[config.mk]
export PLATFORM = sky130hd
export DESIGN_NAME = vz_loader_flat
export DESIGN_NICKNAME = d
export VERILOG_FILES = /design/src/rtl/vz_pkg.sv /design/src/rtl/vz_loader_if.sv /design/src/rtl/vz_loader.sv /design/src/flat_wrapper.sv
export SDC_FILE = /design/constraint.sdc
export NUM_CORES = 1
export LEC_CHECK = 0
export ABC_AREA = 1
export BUFFER_PORTS_ARGS = -buffer_cell sky130_fd_sc_hd__buf_4
export CAP_MARGIN = 20
export CORE_MARGIN = 10
export CORE_UTILIZATION = 35
export CTS_CLUSTER_DIAMETER = 50
export CTS_CLUSTER_SIZE = 40
export DETAILED_ROUTE_END_ITERATION = 7
export GPL_TIMING_DRIVEN = 0
export PLACE_DENSITY = 0.64
export SYNTH_ARGS = -nofsm -noshare
export SYNTH_HDL_FRONTEND = slang
export SYNTH_SLANG_ARGS = --single-unit
[constraint.sdc]
create_clock -name CLK10MHZ -period 2.5 [get_ports CLK10MHZ]
set_clock_uncertainty 0.2 [all_clocks]
set_input_delay 0.375 -clock CLK10MHZ [delete_from_list [all_inputs] [get_ports CLK10MHZ]]
set_output_delay 0.375 -clock CLK10MHZ [all_outputs]
set_load 0.05 [all_outputs]
[src/rtl/vz_pkg.sv]
// Shared definitions for the VZ snapshot (.VZ file) loader.
// Holds the FSM state type, the file-header byte offsets, the accepted type codes and magic
// words, and the ROM-variable patch addresses, plus helpers that map a patch step to an
// address and a data byte.
package vz_pkg;

   typedef enum logic [2:0] {
      StIdle,
      StHdr,
      StData,
      StWrite,
      StPatch,
      StDone,
      StErr
   } vz_state_e;

   // File header layout (byte offsets into the download stream)
   localparam logic [15:0] OffMagicLast = 16'd3;
   localparam logic [15:0] OffType      = 16'd21;
   localparam logic [15:0] OffStartLo   = 16'd22;
   localparam logic [15:0] OffStartHi   = 16'd23;
   localparam logic [15:0] OffData      = 16'd24;

   localparam logic [7:0] TypeBasic = 8'hF0;
   localparam logic [7:0] TypeBin   = 8'hF1;

   // Magic words packed first-byte-first: "VZF0" and 20h,20h,00h,00h
   localparam logic [31:0] MagicVzf0  = 32'h565A_4630;
   localparam logic [31:0] MagicBlank = 32'h2020_0000;

   localparam logic [15:0] PatchBasicStart = 16'h78A4;
   localparam logic [15:0] PatchBasicEnd   = 16'h78F9;
   localparam logic [15:0] PatchBinStart   = 16'h788E;

   // Step 0/1 write start lo/hi, step 2/3 write end lo/hi (BASIC only)
   function automatic logic [15:0] patch_addr(input logic [7:0] ftype, input logic [1:0] idx);
      logic [15:0] base;
      base = idx[1] ? PatchBasicEnd : PatchBasicStart;
      if (ftype == TypeBin) base = PatchBinStart;
      return base + {15'd0, idx[0]};
   endfunction

   function automatic logic [7:0] patch_data(input logic [1:0]  idx,
                                             input logic [15:0] start,
                                             input logic [15:0] end_addr);
      logic [15:0] word;
      word = idx[1] ? end_addr : start;
      return idx[0] ? word[15:8] : word[7:0];
   endfunction

   function automatic logic [1:0] patch_last(input logic [7:0] ftype);
      return (ftype == TypeBin) ? 2'd1 : 2'd3;
   endfunction

endpackage

[src/rtl/vz_loader_if.sv]
// Bus bundle between the HPS download stream, the memory arbiter and the VZ loader.
//   dn_*    : HPS byte stream (download flag, slot index, byte strobe, offset, data) + dn_wait
//   mem_*   : single-outstanding RAM write request (req/addr/wdata) with one-cycle mem_ack
// modport master: the HPS/arbiter side; modport slave: the loader.
interface vz_loader_if;
   logic        dn_download;
   logic [7:0]  dn_index;
   logic        dn_wr;
   logic [15:0] dn_addr;
   logic [7:0]  dn_data;
   logic        dn_wait;
   logic        mem_req;
   logic [15:0] mem_addr;
   logic [7:0]  mem_wdata;
   logic        mem_ack;

   modport master (
      output dn_download, dn_index, dn_wr, dn_addr, dn_data, mem_ack,
      input  dn_wait, mem_req, mem_addr, mem_wdata
   );

   modport slave (
      input  dn_download, dn_index, dn_wr, dn_addr, dn_data, mem_ack,
      output dn_wait, mem_req, mem_addr, mem_wdata
   );
endinterface

[src/rtl/vz_loader.sv]
// VZ snapshot loader: parses the .VZ header from the HPS download stream, writes the data
// bytes into RAM through the memory arbiter, then patches the ROM pointer variables so the
// loaded BASIC program or binary is usable. Holds the Z80 off the bus while active.
// Ports:
//   CLK10MHZ  : system clock
//   RESET     : asynchronous active-low reset
//   bus       : vz_loader_if slave (HPS download stream + RAM write handshake)
//   cpu_wait  : holds the Z80 off the bus
//   busy      : loader active
//   done      : one-cycle completion pulse
//   err       : sticky error flag, cleared when the next valid download starts
module vz_loader
   import vz_pkg::*;
(
   input  logic    CLK10MHZ,
   input  logic    RESET,
   vz_loader_if.slave bus,
   output logic    cpu_wait,
   output logic    busy,
   output logic    done,
   output logic    err
);

   vz_state_e   state_q;
   logic [23:0] magic_q;
   logic [7:0]  type_q;
   logic [15:0] start_q;
   logic [15:0] data_len_q;
   logic [1:0]  patch_idx_q;
   logic        dn_wait_q;
   logic        mem_req_q;
   logic [15:0] mem_addr_q;
   logic [7:0]  mem_wdata_q;
   logic        cpu_wait_q;
   logic        busy_q;
   logic        done_q;
   logic        err_q;

   logic [31:0] magic_word;
   logic        magic_ok;
   logic        type_ok;
   logic [15:0] data_addr;
   logic [15:0] end_addr;

   always_comb begin
      magic_word = {magic_q, bus.dn_data};
      magic_ok   = (magic_word == MagicVzf0) || (magic_word == MagicBlank);
      type_ok    = (bus.dn_data == TypeBasic) || (bus.dn_data == TypeBin);
      data_addr  = start_q + (bus.dn_addr - OffData);
      end_addr   = start_q + data_len_q;
   end

   always_ff @(posedge CLK10MHZ or negedge RESET) begin
      if (!RESET) begin
         state_q     <= StIdle;
         magic_q     <= '0;
         type_q      <= '0;
         start_q     <= '0;
         data_len_q  <= '0;
         patch_idx_q <= '0;
         dn_wait_q   <= 1'b0;
         mem_req_q   <= 1'b0;
         mem_addr_q  <= '0;
         mem_wdata_q <= '0;
         cpu_wait_q  <= 1'b0;
         busy_q      <= 1'b0;
         done_q      <= 1'b0;
         err_q       <= 1'b0;
      end else begin
         done_q <= 1'b0;
         unique case (state_q)
            StIdle: begin
               if (bus.dn_download && (bus.dn_index == 8'd1)) begin
                  err_q       <= 1'b0;
                  data_len_q  <= '0;
                  patch_idx_q <= '0;
                  cpu_wait_q  <= 1'b1;
                  busy_q      <= 1'b1;
                  state_q     <= StHdr;
               end
            end
            StHdr: begin
               if (!bus.dn_download) begin
                  // Truncated header
                  err_q   <= 1'b1;
                  state_q <= StErr;
               end else if (bus.dn_wr) begin
                  if (bus.dn_addr < OffMagicLast) begin
                     magic_q <= {magic_q[15:0], bus.dn_data};
                  end else if (bus.dn_addr == OffMagicLast) begin
                     if (!magic_ok) begin
                        err_q   <= 1'b1;
                        state_q <= StErr;
                     end
                  end else if (bus.dn_addr == OffType) begin
                     type_q <= bus.dn_data;
                     if (!type_ok) begin
                        err_q   <= 1'b1;
                        state_q <= StErr;
                     end
                  end else if (bus.dn_addr == OffStartLo) begin
                     start_q[7:0] <= bus.dn_data;
                  end else if (bus.dn_addr == OffStartHi) begin
                     start_q[15:8] <= bus.dn_data;
                     state_q       <= StData;
                  end
               end
            end
            StData: begin
               if (!bus.dn_download) begin
                  state_q <= StPatch;
               end else if (bus.dn_wr) begin
                  mem_addr_q  <= data_addr;
                  mem_wdata_q <= bus.dn_data;
                  mem_req_q   <= 1'b1;
                  dn_wait_q   <= 1'b1;
                  state_q     <= StWrite;
               end
            end
            StWrite: begin
               // A byte strobed while stalled is dropped; the pending write still finishes
               if (bus.dn_wr) err_q <= 1'b1;
               if (bus.mem_ack) begin
                  mem_req_q  <= 1'b0;
                  dn_wait_q  <= 1'b0;
                  data_len_q <= data_len_q + 16'd1;
                  // StData picks up a download that ended during the write
                  state_q    <= StData;
               end
            end
            StPatch: begin
               if (!mem_req_q) begin
                  mem_addr_q  <= patch_addr(type_q, patch_idx_q);
                  mem_wdata_q <= patch_data(patch_idx_q, start_q, end_addr);
                  mem_req_q   <= 1'b1;
               end else if (bus.mem_ack) begin
                  mem_req_q <= 1'b0;
                  if (patch_idx_q == patch_last(type_q)) begin
                     done_q  <= 1'b1;
                     state_q <= StDone;
                  end else begin
                     patch_idx_q <= patch_idx_q + 2'd1;
                  end
               end
            end
            StDone: begin
               cpu_wait_q <= 1'b0;
               busy_q     <= 1'b0;
               state_q    <= StIdle;
            end
            StErr: begin
               if (!bus.dn_download) begin
                  cpu_wait_q <= 1'b0;
                  busy_q     <= 1'b0;
                  state_q    <= StIdle;
               end
            end
            default: state_q <= StIdle;
         endcase
      end
   end

   assign bus.dn_wait   = dn_wait_q;
   assign bus.mem_req   = mem_req_q;
   assign bus.mem_addr  = mem_addr_q;
   assign bus.mem_wdata = mem_wdata_q;
   assign cpu_wait      = cpu_wait_q;
   assign busy          = busy_q;
   assign done          = done_q;
   assign err           = err_q;

endmodule

[src/flat_wrapper.sv]
// flat-port wrapper written by rule: the top's interface ports become plain ports
module vz_loader_flat import vz_pkg::*;
  (CLK10MHZ, RESET, cpu_wait, busy, done, err, bus_dn_download, bus_dn_index, bus_dn_wr, bus_dn_addr, bus_dn_data, bus_mem_ack, bus_dn_wait, bus_mem_req, bus_mem_addr, bus_mem_wdata);
  vz_loader_if bus_i ();
  input  logic CLK10MHZ;
  input  logic RESET;
  output logic cpu_wait;
  output logic busy;
  output logic done;
  output logic err;
  input wire logic [$bits(bus_i.dn_download)-1:0] bus_dn_download;
  input wire logic [$bits(bus_i.dn_index)-1:0] bus_dn_index;
  input wire logic [$bits(bus_i.dn_wr)-1:0] bus_dn_wr;
  input wire logic [$bits(bus_i.dn_addr)-1:0] bus_dn_addr;
  input wire logic [$bits(bus_i.dn_data)-1:0] bus_dn_data;
  input wire logic [$bits(bus_i.mem_ack)-1:0] bus_mem_ack;
  output wire logic [$bits(bus_i.dn_wait)-1:0] bus_dn_wait;
  output wire logic [$bits(bus_i.mem_req)-1:0] bus_mem_req;
  output wire logic [$bits(bus_i.mem_addr)-1:0] bus_mem_addr;
  output wire logic [$bits(bus_i.mem_wdata)-1:0] bus_mem_wdata;
  assign bus_i.dn_download = bus_dn_download;
  assign bus_i.dn_index = bus_dn_index;
  assign bus_i.dn_wr = bus_dn_wr;
  assign bus_i.dn_addr = bus_dn_addr;
  assign bus_i.dn_data = bus_dn_data;
  assign bus_i.mem_ack = bus_mem_ack;
  assign bus_dn_wait = bus_i.dn_wait;
  assign bus_mem_req = bus_i.mem_req;
  assign bus_mem_addr = bus_i.mem_addr;
  assign bus_mem_wdata = bus_i.mem_wdata;
  vz_loader u_core (.CLK10MHZ(CLK10MHZ), .RESET(RESET), .bus(bus_i), .cpu_wait(cpu_wait), .busy(busy), .done(done), .err(err));
endmodule
==> flow_metrics.tcl <==
set metrics [dict create \
    grt_pass1_vias 6631 \
    fin_hold_ws_ns 0.102 \
    drc_errors 0 \
    end_kind "register" \
    detail_route.wl_per_cell_um 14.7 \
    ys_ff_latch 98 \
    p_sw_frac 0.456 \
    grt_pass1_wl_um 33500 \
    cts_root_buffer "clkbuf_16" \
    stdcell_count 1418 \
    wl_um 20900 \
    ys_types 41 \
    cell_internal_pwr_mw 3.37 \
    die_h_um 163 \
    die-width_um 163 \
    hpwlAfterDp_um 16200 \
    initial_core_util 0.355 \
    gr-total-overflow 0 \
    syn_area_mm2 0.00716 \
    r2r_cells 9 \
    min_path_type "in2reg" \
    h-tree-depth 3 \
    path_class "reg2reg" \
    row_count 52 \
    power.total_mw 6.20 \
    busiest_layer "met2" \
    peakVddDrop_mv 0.379 \
    cp_max_fo 4 \
    fillers 2127 \
    postSynthAreaPerCell_um2 6.83 \
    ys_seq_area_frac 0.342 \
    worstMarginPinSlew_ns 0.555 \
    rrSetupSlack_ns 0.06 \
    cts_buffer_depth 2 \
    syn_nets 1138 \
    drt-initial-drc-count 492 \
    yosysWarningCount 0 \
    r2r-start "u_core.start_q[0]" \
    dpl.cell_count 1386 \
    fmax_mhz 410 \
    dieArea_mm2 0.0266 \
    firstDrtPassIters 5 \
    grt_util_met3 0.0350 \
    antenna_found_initial 0 \
    rsz0062_at_grt "true" \
    finalHoldViolCount 0 \
    drv_cap 0 \
    min_period_ns 2.44 \
    clkLatencyLatePin_ns 0.37 \
    areaGrowthSynthToFinish_pct 19.8 \
    antenna_cells 0 \
    power_density_mw_per_mm2 723 \
    fin_nets 1232 \
    p_clk_frac 0.236 \
    crit_path_start_kind "register" \
    relSlewSlack 0.630 \
    hold_end "u_core.done" \
    setup_viol 0 \
    coreArea_mm2 0.0202 \
    track_usage 0.155 \
    grt_max_degree 66 \
    power_leakage_nw 4.32 \
    outcome "finished clean" \
    hp-start "bus_mem_ack" \
    cts_buffers 9 \
    syn_inst 1049 \
    num_io_pins 67 \
    ant_nets 0 \
    grt_util_met2 0.253 \
    gp_congestion 0.900 \
    switchingPower_mw 2.83 \
    finalCritPeriodShare 0.975 \
    cp_data_arrival_time_ns 2.48 \
    regArea_mm2 0.00246 \
    multi_input_area_mm2 0.00407 \
    r2r-end "u_core.bus.mem_wdata[0]" \
    port_buffers 66 \
    timing.setup.tns_ns 0 \
    fin_util 0.425 \
    cts_tree "built" \
    via_per_inst 4.99 \
    vias 7077 \
    min_path_cells 3 \
    clkTransAtPathRegs_ns 0.08 \
    combPwrFrac 0.441 \
    seq_power_share 0.323 \
    cts_sinks 98 \
    drv_slew 0 \
    drive_gt1_frac 0.156 \
    worstPathRequired_ns 2.54 \
    use_met1 0.206 \
]
-- cells in the final DEF, fill, tap and decap left out, types with 7 or more instances in the layout --
cell type,instances
nand3_1,79
inv_2,8
xor2_1,7
o21ai_0,45
nand3b_1,7
o21ai_1,32
ha_1,43
a21oi_2,7
nand2_1,278
nand4_1,25
nor3_1,18
buf_4,85
clkbuf_16,9
nor2_1,92
buf_2,10
nand2_2,8
dfrtp_1,94
inv_1,161
a21oi_1,57
-- synthesized netlist by cell type --
library cell	number	area, um^2
nor2_1	95	357
xnor2_1	4	35.0
nand4_1	25	156
a21boi_0	1	7.51
nand2_1	281	1050
nor2_4	2	22.5
nand3b_1	7	52.6
a21oi_1	63	315
o211ai_1	1	7.51
nand3b_2	1	11.3
o21ai_0	50	250
buf_2	10	50.1
o22ai_1	1	6.26
o21bai_1	2	15.0
inv_1	164	616
or2_2	5	31.3
nor2_2	4	25.0
nor3_1	18	90.1
a31o_2	3	26.3
o2111ai_1	1	8.76
or2_1	1	6.26
and2_1	1	6.26
o221ai_1	1	8.76
a211oi_1	2	15.0
nand3_1	80	400
nor3b_1	1	7.51
buf_6	2	22.5
a31oi_1	5	31.3
inv_2	5	18.8
fa_1	2	40.0
clkbuf_1	7	26.3
nor3_2	4	40.0
a21oi_2	1	8.76
o31ai_1	4	30.0
o21ai_1	29	145
nand2_2	6	37.5
buf_4	4	30.0
xor2_1	7	61.3
dfrtp_1	98	2450
ha_1	50	626
nand2b_2	1	8.76
-- cell type report --
cell class,instances,area share
clock buffer,9,0.0262
tap,270,0.0394
clock inverter,7,0.00919
sequential,98,0.286
timing repair buffer,83,0.0752
multi-input combinational,759,0.474
buffer,23,0.0152
inverter,169,0.0739
-- state kept, by name, indices dropped and copies added (netlist names) --
| register | flops |
|---|---|
| u_core.bus.dn_wait | 1 |
| u_core.patch_idx_q | 2 |
| u_core.bus.mem_addr | 16 |
| u_core.start_q | 16 |
| u_core.data_len_q | 16 |
| u_core.magic_q | 24 |
| u_core.bus.mem_wdata | 8 |
| u_core.type_q | 8 |
| u_core.state_q | 3 |
| u_core.done | 1 |
| u_core.bus.mem_req | 1 |
| u_core.cpu_wait | 1 |
| u_core.err | 1 |
-- worst max path at each step --
stage                       from                 endpoint  slack, ns  cells past startpoint
2_1_floorplan  u_core.start_q[1]   u_core.bus.mem_addr[7]       0.08                     14
3_3_place_gp      bus_dn_addr[1]   u_core.bus.mem_addr[7]      -0.28                     15
4_1_cts        u_core.start_q[1]  u_core.bus.mem_addr[15]       0.02                     14
3_5_place_dp      bus_dn_addr[1]   u_core.bus.mem_addr[7]      -0.26                     15
6_report       u_core.start_q[0]  u_core.bus.mem_wdata[0]       0.06                      9
5_1_grt        u_core.start_q[1]   u_core.bus.mem_addr[7]      -0.05                     14
-- power groups by stage --
stage | registers [mW] | clock network, mW | logic, mW
final | 2.00 | 1.46 | 2.74
after global routing | 2.04 | 1.56 | 3.02
after CTS | 2.01 | 1.49 | 2.71
after detailed placement | 2.03 | 0 | 2.69
after global placement | 2.03 | 0 | 2.68
after floorplan | 2.66 | 0 | 1.22
-- logic make-up (layout without fill, tap and decap cells) --
logic type	Yosys count	count (layout)	synth area share
xor+xnor	11	11	0.0135
simple gates	532	532	0.322
compound gates	164	164	0.122
fa+ha+maj	52	52	0.0930
buf+inv	192	291	0.107
flops	98	98	0.342
-- worst max-delay path, stage by stage, from the launching register on --
cell and delay [ns]:
dfrtp_1 0.44, ha_2 0.21, fa_1 0.43, nand2_1 0.10, nand2_1 0.08, and2_4 0.16
a21oi_1 0.19, nor2_1 0.06, o21ai_0 0.31, a21oi_1 0.12
-- per-layer routing --
layer / share of wire / wire, um / up-vias
li1: - / - / 3578
met3: 0.057 / 1180 / 21
met5: 0 / 0 / -
met2: 0.46 / 9700 / 173
met4: 0.013 / 261 / 0
met1: 0.47 / 9730 / 3305
-- through the flow --
step	area, um^2	setup WS, ns
2_1_floorplan	7160	0.0836
3_3_place_gp	7990	-0.278
3_5_place_dp	8020	-0.259
4_1_cts	8350	0.0170
5_1_grt	8580	-0.0487
6_report	8580	0.0630
-- what timing repair did --
action / CTS / global route
buffers inserted: 1 / 14
endpoints found under the setup margin: 7 / 18
hold endpoints to repair: 33 / 0
hold buffers: 1 / 0
gates resized for setup: 7 / 36
pin swaps: 0 / 12
(Power assumes the default switching activity.)
